### src/rtl/mem_port_arbiter_if.sv
// mem_port_arbiter_if: requester-side and controller-side signals of the
// two-port memory arbiter. The arbiter connects through the slave modport;
// the environment (requesters plus memory controller) uses master.
interface mem_port_arbiter_if #(
  parameter int unsigned ADDRESS_SIZE = 23,
  parameter int unsigned DATA_SIZE    = 16
);
  // requester side, bit/slice i belongs to requester i
  logic [1:0]                  req;
  logic [1:0]                  op;
  logic [1:0]                  len;
  logic [1:0]                  cs;
  logic [2*ADDRESS_SIZE-1:0]   addr;
  logic [2*DATA_SIZE-1:0]      wdata;
  logic [1:0]                  gnt;
  logic [1:0]                  ack;
  logic [1:0]                  err;
  logic [DATA_SIZE-1:0]        rdata;

  // memory controller side
  logic                        mc_start;
  logic [ADDRESS_SIZE-1:0]     mc_addr;
  logic [DATA_SIZE-1:0]        mc_wdata;
  logic                        mc_op;
  logic                        mc_len;
  logic                        mc_cs;
  logic [DATA_SIZE-1:0]        mc_rdata;
  logic                        mc_done;

  modport slave (
    input  req, op, len, cs, addr, wdata, mc_rdata, mc_done,
    output gnt, ack, err, rdata, mc_start, mc_addr, mc_wdata, mc_op, mc_len, mc_cs
  );

  modport master (
    output req, op, len, cs, addr, wdata, mc_rdata, mc_done,
    input  gnt, ack, err, rdata, mc_start, mc_addr, mc_wdata, mc_op, mc_len, mc_cs
  );
endinterface

### src/rtl/mem_port_arbiter.sv
// mem_port_arbiter: two-requester round-robin arbiter in front of the
// RAM/ROM memory controller. Requester 0 is the CPU, requester 1 DMA/video.
// One transaction in flight; command latched, single start pulse issued,
// completion returned as rdata + one-cycle ack to the granted requester.
// Optional: define ARB_TIMEOUT_EN to enable the WAIT watchdog, which aborts
// a transaction after TIMEOUT_CYCLES with ack + err and rdata cleared.
module mem_port_arbiter #(
  parameter int unsigned ADDRESS_SIZE   = 23,
  parameter int unsigned DATA_SIZE      = 16,
  parameter int unsigned TIMEOUT_CYCLES = 255
) (
  input logic               clk,
  input logic               rst,
  mem_port_arbiter_if.slave bus
);

  localparam int unsigned CNT_WIDTH = 8;

  typedef enum logic [1:0] {
    IDLE  = 2'd0,
    ISSUE = 2'd1,
    WAIT  = 2'd2,
    RESP  = 2'd3
  } arbState;

  arbState state;
  arbState stateNext;

  logic                    lastGnt;
  logic                    lastGntNext;
  logic                    sel;
  logic [1:0]              gntQ;
  logic [1:0]              gntNext;
  logic [1:0]              ackQ;
  logic [1:0]              ackNext;
  logic [DATA_SIZE-1:0]    rdataQ;
  logic [DATA_SIZE-1:0]    rdataNext;
  logic                    startQ;
  logic                    startNext;
  logic [ADDRESS_SIZE-1:0] addrQ;
  logic [ADDRESS_SIZE-1:0] addrNext;
  logic [DATA_SIZE-1:0]    wdataQ;
  logic [DATA_SIZE-1:0]    wdataNext;
  logic                    opQ;
  logic                    opNext;
  logic                    lenQ;
  logic                    lenNext;
  logic                    csQ;
  logic                    csNext;

`ifdef ARB_TIMEOUT_EN
  logic [1:0]              errQ;
  logic [1:0]              errNext;
  logic [CNT_WIDTH-1:0]    waitCnt;
  logic                    timeoutHit;

  // Watchdog: held at zero outside WAIT, counts WAIT cycles without completion
  always_ff @(posedge clk or posedge rst) begin
    if (rst) begin
      waitCnt <= '0;
    end else if (state != WAIT) begin
      waitCnt <= '0;
    end else if (!bus.mc_done) begin
      waitCnt <= waitCnt + CNT_WIDTH'(1);
    end
  end

  assign timeoutHit = (waitCnt == CNT_WIDTH'(TIMEOUT_CYCLES));
`endif

  // State register
  always_ff @(posedge clk or posedge rst) begin
    if (rst) begin
      state <= IDLE;
    end else begin
      state <= stateNext;
    end
  end

  // Next-state and next-output logic; every register holds unless a state acts
  always_comb begin
    stateNext   = state;
    lastGntNext = lastGnt;
    gntNext     = gntQ;
    ackNext     = ackQ;
    rdataNext   = rdataQ;
    startNext   = startQ;
    addrNext    = addrQ;
    wdataNext   = wdataQ;
    opNext      = opQ;
    lenNext     = lenQ;
    csNext      = csQ;
    sel         = 1'b0;
`ifdef ARB_TIMEOUT_EN
    errNext     = errQ;
`endif

    case (state)
      IDLE: begin
        if (bus.req != 2'b00) begin
          // both pending: the one not served last wins; otherwise the only one
          sel         = (bus.req == 2'b11) ? ~lastGnt : bus.req[1];
          addrNext    = sel ? bus.addr[ADDRESS_SIZE +: ADDRESS_SIZE]
                            : bus.addr[0 +: ADDRESS_SIZE];
          wdataNext   = sel ? bus.wdata[DATA_SIZE +: DATA_SIZE]
                            : bus.wdata[0 +: DATA_SIZE];
          opNext      = sel ? bus.op[1]  : bus.op[0];
          lenNext     = sel ? bus.len[1] : bus.len[0];
          csNext      = sel ? bus.cs[1]  : bus.cs[0];
          gntNext     = sel ? 2'b10 : 2'b01;
          startNext   = 1'b1;
          lastGntNext = sel;
          stateNext   = ISSUE;
        end
      end

      ISSUE: begin
        startNext = 1'b0;
        stateNext = WAIT;
      end

      WAIT: begin
        if (bus.mc_done) begin
          if (!opQ) begin
            rdataNext = bus.mc_rdata;
          end
          ackNext   = gntQ;
          gntNext   = 2'b00;
          stateNext = RESP;
        end
`ifdef ARB_TIMEOUT_EN
        else if (timeoutHit) begin
          rdataNext = '0;
          ackNext   = gntQ;
          errNext   = gntQ;
          gntNext   = 2'b00;
          stateNext = RESP;
        end
`endif
      end

      RESP: begin
        ackNext   = 2'b00;
`ifdef ARB_TIMEOUT_EN
        errNext   = 2'b00;
`endif
        stateNext = IDLE;
      end

      default: begin
        stateNext = IDLE;
      end
    endcase
  end

  // Output and command registers
  always_ff @(posedge clk or posedge rst) begin
    if (rst) begin
      lastGnt <= 1'b1;
      gntQ    <= 2'b00;
      ackQ    <= 2'b00;
      rdataQ  <= '0;
      startQ  <= 1'b0;
      addrQ   <= '0;
      wdataQ  <= '0;
      opQ     <= 1'b0;
      lenQ    <= 1'b0;
      csQ     <= 1'b0;
`ifdef ARB_TIMEOUT_EN
      errQ    <= 2'b00;
`endif
    end else begin
      lastGnt <= lastGntNext;
      gntQ    <= gntNext;
      ackQ    <= ackNext;
      rdataQ  <= rdataNext;
      startQ  <= startNext;
      addrQ   <= addrNext;
      wdataQ  <= wdataNext;
      opQ     <= opNext;
      lenQ    <= lenNext;
      csQ     <= csNext;
`ifdef ARB_TIMEOUT_EN
      errQ    <= errNext;
`endif
    end
  end

  assign bus.gnt      = gntQ;
  assign bus.ack      = ackQ;
  assign bus.rdata    = rdataQ;
  assign bus.mc_start = startQ;
  assign bus.mc_addr  = addrQ;
  assign bus.mc_wdata = wdataQ;
  assign bus.mc_op    = opQ;
  assign bus.mc_len   = lenQ;
  assign bus.mc_cs    = csQ;
`ifdef ARB_TIMEOUT_EN
  assign bus.err      = errQ;
`else
  assign bus.err      = 2'b00;
`endif

endmodule

### src/flat_wrapper.sv
// flat-port wrapper written by rule: the top's interface ports become plain ports
module mem_port_arbiter_flat 
#(
  parameter int unsigned ADDRESS_SIZE   = 23,
  parameter int unsigned DATA_SIZE      = 16,
  parameter int unsigned TIMEOUT_CYCLES = 255
)
  (clk, rst, bus_req, bus_op, bus_len, bus_cs, bus_addr, bus_wdata, bus_mc_rdata, bus_mc_done, bus_gnt, bus_ack, bus_err, bus_rdata, bus_mc_start, bus_mc_addr, bus_mc_wdata, bus_mc_op, bus_mc_len, bus_mc_cs);
  mem_port_arbiter_if #(.ADDRESS_SIZE(ADDRESS_SIZE), .DATA_SIZE(DATA_SIZE)) bus_i ();
  input logic clk;
  input logic rst;
  input wire logic [$bits(bus_i.req)-1:0] bus_req;
  input wire logic [$bits(bus_i.op)-1:0] bus_op;
  input wire logic [$bits(bus_i.len)-1:0] bus_len;
  input wire logic [$bits(bus_i.cs)-1:0] bus_cs;
  input wire logic [$bits(bus_i.addr)-1:0] bus_addr;
  input wire logic [$bits(bus_i.wdata)-1:0] bus_wdata;
  input wire logic [$bits(bus_i.mc_rdata)-1:0] bus_mc_rdata;
  input wire logic [$bits(bus_i.mc_done)-1:0] bus_mc_done;
  output wire logic [$bits(bus_i.gnt)-1:0] bus_gnt;
  output wire logic [$bits(bus_i.ack)-1:0] bus_ack;
  output wire logic [$bits(bus_i.err)-1:0] bus_err;
  output wire logic [$bits(bus_i.rdata)-1:0] bus_rdata;
  output wire logic [$bits(bus_i.mc_start)-1:0] bus_mc_start;
  output wire logic [$bits(bus_i.mc_addr)-1:0] bus_mc_addr;
  output wire logic [$bits(bus_i.mc_wdata)-1:0] bus_mc_wdata;
  output wire logic [$bits(bus_i.mc_op)-1:0] bus_mc_op;
  output wire logic [$bits(bus_i.mc_len)-1:0] bus_mc_len;
  output wire logic [$bits(bus_i.mc_cs)-1:0] bus_mc_cs;
  assign bus_i.req = bus_req;
  assign bus_i.op = bus_op;
  assign bus_i.len = bus_len;
  assign bus_i.cs = bus_cs;
  assign bus_i.addr = bus_addr;
  assign bus_i.wdata = bus_wdata;
  assign bus_i.mc_rdata = bus_mc_rdata;
  assign bus_i.mc_done = bus_mc_done;
  assign bus_gnt = bus_i.gnt;
  assign bus_ack = bus_i.ack;
  assign bus_err = bus_i.err;
  assign bus_rdata = bus_i.rdata;
  assign bus_mc_start = bus_i.mc_start;
  assign bus_mc_addr = bus_i.mc_addr;
  assign bus_mc_wdata = bus_i.mc_wdata;
  assign bus_mc_op = bus_i.mc_op;
  assign bus_mc_len = bus_i.mc_len;
  assign bus_mc_cs = bus_i.mc_cs;
  mem_port_arbiter #(.ADDRESS_SIZE(ADDRESS_SIZE), .DATA_SIZE(DATA_SIZE), .TIMEOUT_CYCLES(TIMEOUT_CYCLES)) u_core (.clk(clk), .rst(rst), .bus(bus_i));
endmodule
### config.mk
export PLATFORM = sky130hd
export DESIGN_NAME = mem_port_arbiter_flat
export DESIGN_NICKNAME = d
export VERILOG_FILES = /design/src/rtl/mem_port_arbiter_if.sv /design/src/rtl/mem_port_arbiter.sv /design/src/flat_wrapper.sv
export SDC_FILE = /design/constraint.sdc
export NUM_CORES = 1
export LEC_CHECK = 0
export BUFFER_PORTS_ARGS = -buffer_cell sky130_fd_sc_hd__buf_4
export CAP_MARGIN = 20
export CELL_PAD_IN_SITES_DETAIL_PLACEMENT = 0
export CELL_PAD_IN_SITES_GLOBAL_PLACEMENT = 2
export CORE_MARGIN = 1
export CORE_UTILIZATION = 24
export CTS_BUF_LIST = sky130_fd_sc_hd__clkbuf_16
export DETAILED_ROUTE_END_ITERATION = 10
export PLACE_DENSITY = 0.88
export SLEW_MARGIN = 20
export SYNTH_ARGS = -nofsm -noshare
export SYNTH_HDL_FRONTEND = slang
export SYNTH_SLANG_ARGS = --single-unit
### constraint.sdc
create_clock -name clk -period 3.1 [get_ports clk]
set_clock_uncertainty 0.2 [all_clocks]
set_input_delay 0.62 -clock clk [delete_from_list [all_inputs] [get_ports clk]]
set_output_delay 0.62 -clock clk [all_outputs]
set_load 0.02 [all_outputs]
* Word level (Yosys, flattened, before mapping)
Index checks and enable logic that the tools add are counted.
** Cells by class
- Eq/ne operators :: 6
- Divide/modulo/power cells :: 0
- Add/subtract/negate cells :: 0
- Bitwise operators :: 2
- Reduce and logical (&&, ||, !) cells :: 11
- Multipliers :: 0
- Shifts and indexed selects :: 0
- Mux-type cells :: 17
- Order comparisons :: 0
** Operators with widths (number)
- two-way mux 23 bit :: 1
- two-way mux 16 bit :: 1
- two-way mux 2 bit :: 6
- one-hot mux 2 bit (2 select lines) :: 2
- one-hot mux 2 bit (4 select lines) :: 1
- AND reduction 2 bit :: 4
- nonzero test 2 bit :: 4
- equality test 2 bit (second input constant) :: 3
- AND reduction 3 bit :: 2
- two-way mux 1 bit :: 5
- equality test 2 x 1 -> 1 bit (second input constant) :: 1
- logical NOT 2 bit :: 1
- inequality test 2 x 1 -> 1 bit (second input constant) :: 1
- inequality test 2 bit (second input constant) :: 1
- inverter 1 bit :: 2
- one-hot mux 1 bit (2 select lines) :: 1
** Word-level totals
- Memories :: 0
- Register bits after elaboration :: 66
- Input bits :: 105
- Bits in latches :: 0
- RAM bits :: 0
- Output and inout bits :: 65
- ROM bits :: 0

* Longest topological paths before layout
- Depth after elaboration :: 5
- Mapped depth :: 7
- Mapped depth without buffers :: 5

* Worst setup path after synthesis
No wires, ideal clock.
- Kind :: register -> register
- Start :: register u_core.state[0]
- End :: register u_core.rdataQ[0], in the netlist u_core.bus.rdata[0]
- Cell stages (with the launch flop) :: 8
- Arrival :: 1554 ps
- Slack :: 1221 ps
- Setup time :: 125 ps
- Path buffers :: 2
- Path through :: dfrtp_1 -> inv_1 -> ha_1 -> nand2_2 -> or2_1 -> buf_6 -> buf_12 -> mux2_4
** Between the ends
- Longest elaborated chain between the ends :: 2
** Ends and longest elaborated chain
- from (decl) :: line mem_port_arbiter.sv:26 : arbState state;
- from (signal assigned) :: line mem_port_arbiter.sv:76 : state <= stateNext;
- equality test 2 bit :: line mem_port_arbiter.sv:98 : case (state)
- AND reduction 3 bit (no line)
- to (signal assigned) :: line mem_port_arbiter.sv:176 : rdataQ <= rdataNext;
- to (decl) :: line mem_port_arbiter.sv:36 : logic [DATA_SIZE-1:0] rdataQ;
No other way between the ends.
A chain may end at the register's enable or synchronous reset.

* Worst setup path in the final report
- Start :: register u_core.state[0]
- End :: register u_core.rdataQ[10], in the netlist u_core.bus.rdata[10]
The elaborated chain is that of the path after synthesis.

==> results.md <==
- Status: finished, final reports clean
- Clk slew on worst S/H paths: 0.06 ns
- FF-to-FF Start: u_core.state[0]$_DFFE_PP0P_
- Startpoint class of the critical path: flop
- Most common cell after layout, fill and taps aside: buf_4
- Root Buffer: clkbuf_16
- Mean Syn Cell Area: 9.75 um^2
- Nets: 579
- Final ANT Viol Nets: 0
- Max_cap viols: 0
- Worst VDD drop: 349 uV
- Die Span Y: 114 um
- Vias per std cell: 4.25
- # DRC: 0
- Worst Path Class, Setup: flop to flop
- Sequential fraction of the synthesis area: 0.552
- # hold bufs at CTS: 0
- Port bufs: 167
- Post-route setup TNS: 0 ns
- GRT Util Overall: 0.141
- ANT cells: 0
- Synth Area in Compound Gates: 0.122
- HP Class: input pin to asynchronous set/reset pin
- WL/cell: 13.5 um
- FF-to-FF setup slack: 0.80 ns
- Num CTS Buffers: 9
- Slowest CP cell: or2_1
- I/O pins: 170
- Crit. End Element: flop
- GPL Wtd Cong: 0.703
- Post-Synth Simple-Gate Area: 0.179
- Clock Sinks: 66
- Worst skew pair latency: 0.32 ns
- Synthesis warning total: 0
- Worst Path Max Fanout: 16
- Final min period: 2.30 ns
- WL final: 8700 um
- Arrival time at the worst endpoint: 2.31 ns
- R2R depth: 5
- Max-slew headroom: 0.411
- CTS resizes: 0
- Period utilization: 0.743
- Post-synth cell types: 29
- Mux contribution to synthesized area: 0.0765
- Row cnt: 40
- H-Tree Depth: 3
- Commonest non-fill, non-tap cells in the layout: buf_4 (170), nand2_1 (86), dfrtp_1 (65)
- Max incr delay on CP: 0.69 ns
- Vias in the first global route: 2828
- Core area: 0.0121 mm^2
- PwrDens: 1030 mW/mm^2
- GRT Residual Overflow: 0
- Synth area leader: dfrtp_1
- Slew of the pin with the lowest slew margin: 0.884 ns
- Final setup fails: 0
- Cell area after synthesis: 0.00299 mm^2
- Die ar.: 0.0129 mm^2
- DRT Pass-1 Iters: 4
- Initial Utilization: 0.248
- Max clock buf depth: 2
- Required time worst endpoint: 3.11 ns
- Main combinational cell family by area after synthesis: simple AND/OR/NAND/NOR gates
- Largest net degree at the start of global routing: 61
- Flops & latches, synth: 66
- Share of post-route cells with drive strength above 1: 0.447
- Global-route wire length before repair: 14200 um
- Unrepaired setup endpoints after global routing: no
- Synth Area in XOR/XNOR: 0
- Vias: 2730
- CTS tree: done
- Pleak: 2.28 nW
- Fin. max-slew vios: 0
- Post-Syn Instances: 307
- Final Hold Viols: 0
- Pwr Total: 4.79 mW
- Crit-path cells: inv_1 -> ha_1 -> nand2_2 -> or2_1 -> mux2_2
- Synth top area share: 0.543
- F_max: 434 MHz
- Area grow syn2layout: 56.1%
- Drt first-iter violations: 106
- Hpwl dp: 6310 um
- Synthesized-area fraction occupied by adder cells: 0.0209
- Initial antenna violation count: 0
- Reg-to-reg critical path endpoint: u_core.bus.rdata[10]$_DFFE_PP0P_
- Top post-synthesis cells by area: dfrtp_1 (54%), nand2_1 (11%), a31oi_1 (9.0%)
- Postcts setup bufs: 0
- Die W: 114 um
==> where the power goes <==
part / total (mW) / switching [mW] / internal, mW
sequential: 1.56 / 0.257 / 1.31
clock: 0.920 / 0.383 / 0.537
combinational: 2.31 / 1.25 / 1.06
total: 4.79 / 1.89 / 2.90
==> critical path, delay by kind of cell, from the launching register on <==
kind / cells / cell delay, ns
buffers and inverters: 1 / 0.10
multiplexers: 1 / 0.41
AND/OR/NAND/NOR: 2 / 0.79
adder cells (fa/ha/maj): 1 / 0.28
flip-flops: 1 / 0.40
==> metrics by stage <==
| step | cells | util | setup WS, ns | cell area [um^2] | hold slack [ns] |
|---|---|---|---|---|---|
| 3_3_place_gp | 626 | 0.365 | 0.878 | 4400 | 0.290 |
| 3_5_place_dp | 626 | 0.365 | 0.776 | 4400 | 0.295 |
| 2_1_floorplan | 308 | - | 0.627 | 3000 | 0.317 |
| 4_1_cts | 642 | 0.387 | 0.770 | 4670 | 0.241 |
| 5_1_grt | 642 | 0.387 | 0.648 | 4670 | 0.262 |
| 6_report | 642 | 0.387 | 0.795 | 4670 | 0.210 |
==> registers in the layout, summed over array words and instances, names as in the netlist <==
| register | flops |
|---|---|
| u_core.bus.ack | 2 |
| u_core.state | 2 |
| u_core.bus.mc_addr | 23 |
| u_core.lastGnt | 1 |
| u_core.bus.mc_op | 1 |
| u_core.bus.mc_wdata | 16 |
| u_core.bus.mc_cs | 1 |
| u_core.bus.rdata | 16 |
| u_core.bus.gnt | 2 |
| u_core.bus.mc_start | 1 |
| u_core.bus.mc_len | 1 |
==> logic make-up after synthesis <==
logic type	count (synthesis)
fa+ha+maj	5
mux	17
other cells	1
simple gates	137
flops	66
buf+inv	26
compound gates	55
==> synthesized netlist by cell type <==
cell / number
nand2_1: 86
dfrtp_1: 65
nor2_1: 46
a31oi_1: 43
buf_2: 14
mux2_4: 10
mux2_2: 7
ha_1: 5
buf_1: 4
inv_1: 4
a21oi_1: 2
a22o_1: 2
buf_4: 2
o31ai_1: 2
a21bo_2: 1
a21boi_2: 1
buf_12: 1
buf_6: 1
conb_1: 1
dfstp_2: 1
nand2_2: 1
nand3b_1: 1
nor2b_1: 1
nor3b_2: 1
o21a_1: 1
o21ai_0: 1
o21bai_1: 1
o32a_2: 1
or2_1: 1
==> layout make-up <==
class	count	area (um^2)
clock buffers	9	225
clock inverters	7	46.3
fillers	1229	7390
inverters	4	15.0
multi-input cells	216	1210
flip-flops and latches	66	1650
well taps	168	210
repair buffers	172	1320
==> routing by layer <==
layer,global-route usage,part of all wire,vias to the layer above
met4,0.0526,0.011,0
met2,0.219,0.46,118
li1,-,-,1353
met3,0.0484,0.091,8
met5,0,0,-
met1,0.181,0.43,1251
==> how the worst max path moves through the flow <==
stage / startpoint / end / slack [ns] / cells past startpoint
floorplan: rst / u_core.bus.ack[0]$_DFFE_PP0P_ / 0.63 / 1
global placement: bus_req[0] / u_core.bus.mc_wdata[12]$_DFFE_PP0P_ / 0.88 / 5
detailed placement: u_core.state[0]$_DFFE_PP0P_ / u_core.bus.rdata[10]$_DFFE_PP0P_ / 0.78 / 5
CTS: u_core.state[0]$_DFFE_PP0P_ / u_core.bus.rdata[10]$_DFFE_PP0P_ / 0.77 / 5
global route: u_core.state[0]$_DFFE_PP0P_ / u_core.bus.rdata[12]$_DFFE_PP0P_ / 0.65 / 5
finish: u_core.state[0]$_DFFE_PP0P_ / u_core.bus.rdata[10]$_DFFE_PP0P_ / 0.80 / 5
Power figures use the tool's default switching activity.
